`config.mk`:
```
export PLATFORM = sky130hd
export DESIGN_NAME = fetch_unit_flat
export DESIGN_NICKNAME = d
export VERILOG_FILES = /design/src/rtl/fetch_unit_if.sv /design/src/rtl/fetch_unit.sv /design/src/flat_wrapper.sv
export SDC_FILE = /design/constraint.sdc
export NUM_CORES = 1
export LEC_CHECK = 0
export CAP_MARGIN = 10
export CORE_AREA = 2 2 63 65
export DETAILED_ROUTE_END_ITERATION = 10
export DIE_AREA = 0 0 65 67
export DONT_BUFFER_PORTS = 1
export GPL_TIMING_DRIVEN = 0
export PLACE_DENSITY = 0.84
export SLEW_MARGIN = 10
export SYNTH_ARGS = -nofsm -noshare
export SYNTH_HDL_FRONTEND = slang
export SYNTH_SLANG_ARGS = --single-unit
```
`constraint.sdc`:
```
create_clock -name clk -period 3.3 [get_ports clk]
set_clock_uncertainty 0.15 [all_clocks]
set_input_delay 0.33 -clock clk [delete_from_list [all_inputs] [get_ports clk]]
set_output_delay 0.33 -clock clk [all_outputs]
set_load 0.03 [all_outputs]
```
`src/rtl/fetch_unit_if.sv`:
```
// rtl/fetch_unit_if.sv - instruction-memory request/response bundle for fetch_unit
interface fetch_unit_if #(
    parameter int ADDR_W  = 16,
    parameter int INSTR_W = 24
);
    logic               imem_req;
    logic [ADDR_W-1:0]  imem_addr;
    logic               imem_valid;
    logic [INSTR_W-1:0] imem_rdata;

    modport master (
        output imem_req,
        output imem_addr,
        input  imem_valid,
        input  imem_rdata
    );

    modport slave (
        input  imem_req,
        input  imem_addr,
        output imem_valid,
        output imem_rdata
    );
endinterface

```
`src/rtl/fetch_unit.sv`:
```
// rtl/fetch_unit.sv - PC/fetch FSM feeding decode, with zero-flag branch resolution
module fetch_unit #(
    parameter int                ADDR_W   = 16,
    parameter int                INSTR_W  = 24,
    parameter logic [ADDR_W-1:0] RESET_PC = '0
) (
    input  logic               clk,
    input  logic               rst,
    fetch_unit_if.master       imem,
    output logic [INSTR_W-1:0] instr_o,
    output logic               instr_valid_o,
    output logic [2:0]         opcode_o,
    output logic [1:0]         funct_o,
    output logic [ADDR_W-1:0]  pc_o,
    input  logic               stall_i,
    input  logic [1:0]         branch_i,
    input  logic [ADDR_W-1:0]  branch_target_i,
    input  logic               flag_we_i,
    input  logic               zero_in_i,
    output logic               zero_flag_o,
    output logic               branch_taken_o
);
    typedef enum logic [1:0] {
        S_IDLE = 2'd0,
        S_REQ  = 2'd1,
        S_HOLD = 2'd2
    } state_t;

    localparam logic [1:0] BR_JEQ = 2'b00;
    localparam logic [1:0] BR_JNE = 2'b01;
    localparam logic [1:0] BR_JMP = 2'b10;

    state_t               state_q, state_d;
    logic [ADDR_W-1:0]    pc_q, pc_d;
    logic [INSTR_W-1:0]   instr_q, instr_d;
    logic                 instr_valid_q, instr_valid_d;
    logic                 zero_flag_q, zero_flag_d;
    logic                 cond_met;
    logic                 branch_taken;

    always_ff @(posedge clk or posedge rst) begin
        if (rst) begin
            state_q       <= S_IDLE;
            pc_q          <= RESET_PC;
            instr_q       <= '0;
            instr_valid_q <= 1'b0;
            zero_flag_q   <= 1'b0;
        end else begin
            state_q       <= state_d;
            pc_q          <= pc_d;
            instr_q       <= instr_d;
            instr_valid_q <= instr_valid_d;
            zero_flag_q   <= zero_flag_d;
        end
    end

    // Branch condition looks at the registered flag, so a same-cycle flag write is not seen.
    always_comb begin
        cond_met = 1'b0;
        case (branch_i)
            BR_JEQ:  cond_met = zero_flag_q;
            BR_JNE:  cond_met = ~zero_flag_q;
            BR_JMP:  cond_met = 1'b1;
            default: cond_met = 1'b0;
        endcase
        branch_taken = (state_q == S_HOLD) && !stall_i && cond_met;
    end

    always_comb begin
        state_d       = state_q;
        pc_d          = pc_q;
        instr_d       = instr_q;
        instr_valid_d = instr_valid_q;
        zero_flag_d   = flag_we_i ? zero_in_i : zero_flag_q;
        case (state_q)
            S_IDLE: state_d = S_REQ;
            S_REQ: begin
                if (imem.imem_valid) begin
                    instr_d       = imem.imem_rdata;
                    instr_valid_d = 1'b1;
                    pc_d          = pc_q + {{(ADDR_W-1){1'b0}}, 1'b1};
                    state_d       = S_HOLD;
                end
            end
            S_HOLD: begin
                if (!stall_i) begin
                    instr_valid_d = 1'b0;
                    state_d       = S_REQ;
                    if (branch_taken) begin
                        pc_d = branch_target_i;
                    end
                end
            end
            default: state_d = S_IDLE;
        endcase
    end

    assign imem.imem_req  = (state_q == S_REQ);
    assign imem.imem_addr = pc_q;
    assign instr_o        = instr_q;
    assign instr_valid_o  = instr_valid_q;
    assign opcode_o       = instr_q[INSTR_W-1 -: 3];
    assign funct_o        = instr_q[INSTR_W-4 -: 2];
    assign pc_o           = pc_q;
    assign zero_flag_o    = zero_flag_q;
    assign branch_taken_o = branch_taken;

endmodule

```
`src/flat_wrapper.sv`:
```
// flat-port wrapper written by rule: the top's interface ports become plain ports
module fetch_unit_flat 
#(
    parameter int                ADDR_W   = 16,
    parameter int                INSTR_W  = 24,
    parameter logic [ADDR_W-1:0] RESET_PC = '0
)
  (clk, rst, instr_o, instr_valid_o, opcode_o, funct_o, pc_o, stall_i, branch_i, branch_target_i, flag_we_i, zero_in_i, zero_flag_o, branch_taken_o, imem_imem_req, imem_imem_addr, imem_imem_valid, imem_imem_rdata);
  fetch_unit_if #(.ADDR_W(ADDR_W), .INSTR_W(INSTR_W)) imem_i ();
  input  logic clk;
  input  logic rst;
  output logic [INSTR_W-1:0] instr_o;
  output logic instr_valid_o;
  output logic [2:0] opcode_o;
  output logic [1:0] funct_o;
  output logic [ADDR_W-1:0] pc_o;
  input  logic stall_i;
  input  logic [1:0] branch_i;
  input  logic [ADDR_W-1:0] branch_target_i;
  input  logic flag_we_i;
  input  logic zero_in_i;
  output logic zero_flag_o;
  output logic branch_taken_o;
  output wire logic [$bits(imem_i.imem_req)-1:0] imem_imem_req;
  output wire logic [$bits(imem_i.imem_addr)-1:0] imem_imem_addr;
  input wire logic [$bits(imem_i.imem_valid)-1:0] imem_imem_valid;
  input wire logic [$bits(imem_i.imem_rdata)-1:0] imem_imem_rdata;
  assign imem_imem_req = imem_i.imem_req;
  assign imem_imem_addr = imem_i.imem_addr;
  assign imem_i.imem_valid = imem_imem_valid;
  assign imem_i.imem_rdata = imem_imem_rdata;
  fetch_unit #(.ADDR_W(ADDR_W), .INSTR_W(INSTR_W), .RESET_PC(RESET_PC)) u_core (.clk(clk), .rst(rst), .imem(imem_i), .instr_o(instr_o), .instr_valid_o(instr_valid_o), .opcode_o(opcode_o), .funct_o(funct_o), .pc_o(pc_o), .stall_i(stall_i), .branch_i(branch_i), .branch_target_i(branch_target_i), .flag_we_i(flag_we_i), .zero_in_i(zero_in_i), .zero_flag_o(zero_flag_o), .branch_taken_o(branch_taken_o));
endmodule
```
==> reports/metrics.json <==
{
  "drt-met1-wl": {"value": 1.85, "unit": "mm"},
  "postSynthCellCount": {"value": 211},
  "clkLatencyLatePin": {"value": 0.30, "unit": "ns"},
  "detailed_place_hpwl": {"value": 3.70, "unit": "mm"},
  "cp.required": {"value": 2.82, "unit": "ns"},
  "timing.setup.critical_path_class": {"value": "register to output pin"},
  "cts.reportedPaths.clkPinSlew": {"value": 0.08, "unit": "ns"},
  "synthAdderAreaFrac": {"value": 0.548, "unit": "%"},
  "htree_levels": {"value": 2},
  "floorplan.die.height": {"value": 67, "unit": "um"},
  "grt.overflow.total": {"value": 0},
  "yosysWarnings": {"value": 0},
  "final_cell_count_no_fill": {"value": 272},
  "reg_to_reg_start": {"value": "u_core.imem.imem_addr[0]"},
  "run_status": {"value": "complete, no violations"},
  "hold_path_class": {"value": "input pin to register"},
  "slew_headroom": {"value": 54.9, "unit": "%"},
  "timing.critical_path.depth": {"value": 5},
  "drt_wl_total": {"value": 5.08, "unit": "mm"},
  "mappedNetlistArea": {"value": 2280, "unit": "sq um"},
  "cts_tree": {"value": "done"},
  "synthesis_to_finish_area_growth": {"value": 10.7, "unit": "%"},
  "cellPowerDensity": {"value": 1250, "unit": "nW/um^2"},
  "fin_nets": {"value": 272},
  "postSynthNetCount": {"value": 260},
  "worstSetupStartpoint": {"value": "u_core.state_q[0]"},
  "final-setup-viol-count": {"value": 0},
  "cts-resized-gates": {"value": 0},
  "fin_crit_sh": {"value": 70.2, "unit": "%"},
  "critical_path_arrival": {"value": 1.84, "unit": "ns"},
  "numPortBuffers": {"value": 0},
  "timing.fmax": {"value": 0.432, "unit": "GHz"},
  "gpl.final_weighted_congestion": {"value": 0.826},
  "detail-route-antenna-nets": {"value": 0},
  "cts-buffers-inserted": {"value": 5},
  "worst-path-buf-inv": {"value": 3},
  "dr.first_iter.drc_count": {"value": 112},
  "grt_start_max_net_pins": {"value": 27},
  "dr_total_vias": {"value": 1708},
  "worst_hold_path.num_cells": {"value": 1},
  "period_minus_slack": {"value": 2.32, "unit": "ns"},
  "fillers": {"value": 282},
  "post-place-cells": {"value": 261},
  "multi_input_comb_area": {"value": 945, "unit": "sq um"},
  "rsz0062_at_grt": {"value": "false"},
  "reg2reg_to": {"value": "u_core.imem.imem_addr[14]"},
  "grt_pass1_wl": {"value": 7.82, "unit": "mm"},
  "timing.critical_path.cells": {"value": "nand2b_1 > buf_6 > clkbuf_1 > nor4_1 > buf_2"},
  "placeableCoreArea": {"value": 3610, "unit": "sq um"},
  "die-area": {"value": 4360, "unit": "sq um"},
  "synthTopCellsByArea": {"value": "sky130_fd_sc_hd__dfrtp_1 48%, sky130_fd_sc_hd__mux2_2 12%, sky130_fd_sc_hd__buf_4 6.9%, sky130_fd_sc_hd__nand2_1 3.5%, sky130_fd_sc_hd__a21oi_1 2.2%"},
  "first_global_vias": {"value": 1666},
  "r2r_worst_path_depth": {"value": 6},
  "final-seq-area": {"value": 1100, "unit": "sq um"},
  "maxCapViolations": {"value": 0},
  "drt_pass1_iterations": {"value": 4},
  "startpoint_type": {"value": "register"},
  "synth.distinct_cells": {"value": 46},
  "setup_tns": {"value": 0, "unit": "ns"},
  "hp-start": {"value": "imem_imem_rdata[4]"},
  "highest_layer": {"value": "met4"},
  "synth-simple-area-share": {"value": 10.4, "unit": "%"},
  "effective_utilization_at_floorplan": {"value": 63.3, "unit": "%"},
  "clock_tree.root_cell": {"value": "sky130_fd_sc_hd__clkbuf_8"},
  "synth-xor-area-share": {"value": 0, "unit": "%"},
  "cpPeakStageDelay": {"value": 0.42, "unit": "ns"},
  "synth_top_area_cell": {"value": "sky130_fd_sc_hd__dfrtp_1"},
  "worst_setup_path_end_kind": {"value": "output pin"},
  "hold_end": {"value": "u_core.instr_o[4]"},
  "routed_wire_per_std_cell": {"value": 18.7, "unit": "um"},
  "wl_met3": {"value": 636, "unit": "um"},
  "drive_gt1_share": {"value": 30.4, "unit": "%"},
  "critPathMaxFanout": {"value": 10},
  "antenna_found_initial": {"value": 0},
  "detail_route.vias_per_cell": {"value": 6.28},
  "sequential_share_of_the_synthesized_area": {"value": 48.2, "unit": "%"},
  "vdd_drop_max": {"value": 0.000636, "unit": "V"},
  "per_instance_average_area_after_synthesis": {"value": 10.8, "unit": "sq um"},
  "final_hold_viol_count": {"value": 0},
  "synth_largest_type_area_fraction": {"value": 48.2, "unit": "%"},
  "r2r_slack": {"value": 1.20, "unit": "ns"},
  "critical_path.slowest_cell": {"value": "sky130_fd_sc_hd__dfrtp_1"},
  "synth-compound-area-share": {"value": 17.6, "unit": "%"},
  "std_cell_rows": {"value": 22},
  "detail_route.drc_violations": {"value": 0},
  "clock_tree_buf_depth": {"value": 2},
  "clock_sink_count": {"value": 44},
  "muxShareOfSynthArea": {"value": 12.8, "unit": "%"},
  "io_pins": {"value": 113},
  "grt_use_total": {"value": 24.3, "unit": "%"},
  "die_x": {"value": 65, "unit": "um"},
  "synth_top_family_by_area": {"value": "compound AO/OA/AOI/OAI gates"},
  "slew_violations": {"value": 0},
  "worst_pin_slew": {"value": 0.675, "unit": "ns"},
  "insertedDiodeCount": {"value": 0},
  "ys_ff_latch": {"value": 44},
  "met2_length": {"value": 2.54, "unit": "mm"},
  "power.leakage": {"value": 1.09, "unit": "nW"},
  "critPathTopFamily": {"value": "buffers and inverters"}
}
## where the power goes
group          switching (W)  leakage, nW  internal [W]  total, W
Clock               0.000185       0.0614      0.000247  0.000433
Combinational       0.000677        0.528      0.000511   0.00119
Sequential          0.000754        0.504      0.000781   0.00154
Total                0.00162         1.09       0.00154   0.00316
## worst reg2reg max path, cell delays in order (launching register included)
cell and delay (ns):
sky130_fd_sc_hd__dfrtp_1 0.62, sky130_fd_sc_hd__ha_1 0.26, sky130_fd_sc_hd__and3_1 0.16, sky130_fd_sc_hd__clkbuf_1 0.31
sky130_fd_sc_hd__nand4_1 0.18, sky130_fd_sc_hd__a21oi_1 0.19, sky130_fd_sc_hd__a2bb2oi_1 0.16
## cells in the mapped netlist (all sizes together)
cell	instances
a211oi	1
a21o	2
a21oi	11
a22oi	2
a2bb2oi	4
a311oi	1
a31oi	3
a32oi	1
a41o	1
and2	1
and3	4
and4	1
buf	27
clkbuf	7
dfrtp	44
ha	1
inv	3
mux2	25
mux2i	1
nand2	21
nand2b	1
nand3	6
nand3b	1
nand4	2
nor2	3
nor2b	2
nor3	2
nor3b	1
nor4	2
o211ai	6
o21a	2
o21ai	9
o21bai	1
o22a	1
o22ai	7
o2bb2ai	1
o41a	1
o41ai	1
or3	1
## flip-flops by register name (all words and copies together) (netlist names)
| signal | cells |
|---|---|
| u_core.state_q | 2 |
| u_core.imem.imem_addr | 16 |
| u_core.instr_valid_o | 1 |
| u_core.zero_flag_o | 1 |
| u_core.instr_o | 24 |
## worst max-delay path by stage
stage               slack, ns                   endpoint
floorplan                0.97             branch_taken_o
global placement         0.73             branch_taken_o
detailed placement       1.23  u_core.imem.imem_addr[14]
CTS                      0.98             branch_taken_o
global route             0.88             branch_taken_o
finish                   0.98             branch_taken_o
## per-layer routing
layer / vias to the layer above / GRT usage [%]
li1: 769 / -
met1: 833 / 27.5
met2: 99 / 41.9
met3: 7 / 9.63
met4: 0 / 7.98
met5: - / 0
## through the flow
step | instance area (sq um) | util [%] | setup slack [ns] | hold slack, ns | total power [W]
after floorplan | 2280 | - | 0.972 | 0.276 | 0.00251
after CTS | 2530 | 70.1 | 0.981 | 0.0198 | 0.00317
after global routing | 2530 | 70.1 | 0.882 | 0.00861 | 0.00332
after global placement | 2340 | 65.0 | 0.731 | 0.279 | 0.00269
final | 2530 | 70.1 | 0.984 | 0.0264 | 0.00316
after detailed placement | 2380 | 65.9 | 1.23 | 0.101 | 0.00273
## cell usage in the layout (no fill, tap or decap), types with 3 or more instances in the layout
cell,instances
sky130_fd_sc_hd__dfrtp_1,44
sky130_fd_sc_hd__dlygate4sd3_1,3
sky130_fd_sc_hd__and3_1,4
sky130_fd_sc_hd__o22ai_1,7
sky130_fd_sc_hd__a2bb2oi_1,3
sky130_fd_sc_hd__o21ai_0,6
sky130_fd_sc_hd__clkbuf_1,7
sky130_fd_sc_hd__a21oi_1,10
sky130_fd_sc_hd__o211ai_1,6
sky130_fd_sc_hd__mux2_2,25
sky130_fd_sc_hd__nand2_1,21
sky130_fd_sc_hd__o21ai_1,3
sky130_fd_sc_hd__buf_2,5
sky130_fd_sc_hd__buf_4,21
sky130_fd_sc_hd__nand3_1,6
sky130_fd_sc_hd__clkbuf_8,6
## layout make-up
cell class	instances	share of cell area, %
Sequential cell	44	43.6
Multi-Input combinational cell	130	37.4
Buffer	34	8.96
Clock buffer	6	3.27
Timing Repair Buffer	5	2.48
Tap cell	48	2.38
Clock inverter	2	1.53
Inverter	3	0.446
## logic make-up after synthesis
kind of cell,Yosys count
flops,44
mux,26
compound gates,55
buf+inv,37
simple gates,48
fa+ha+maj,1
## repair_timing
action	4_1_cts	5_1_grt
setup buffers	0	0
endpoints found under the hold margin	20	0
hold buffers	3	0
Power figures use the tool's default switching activity.
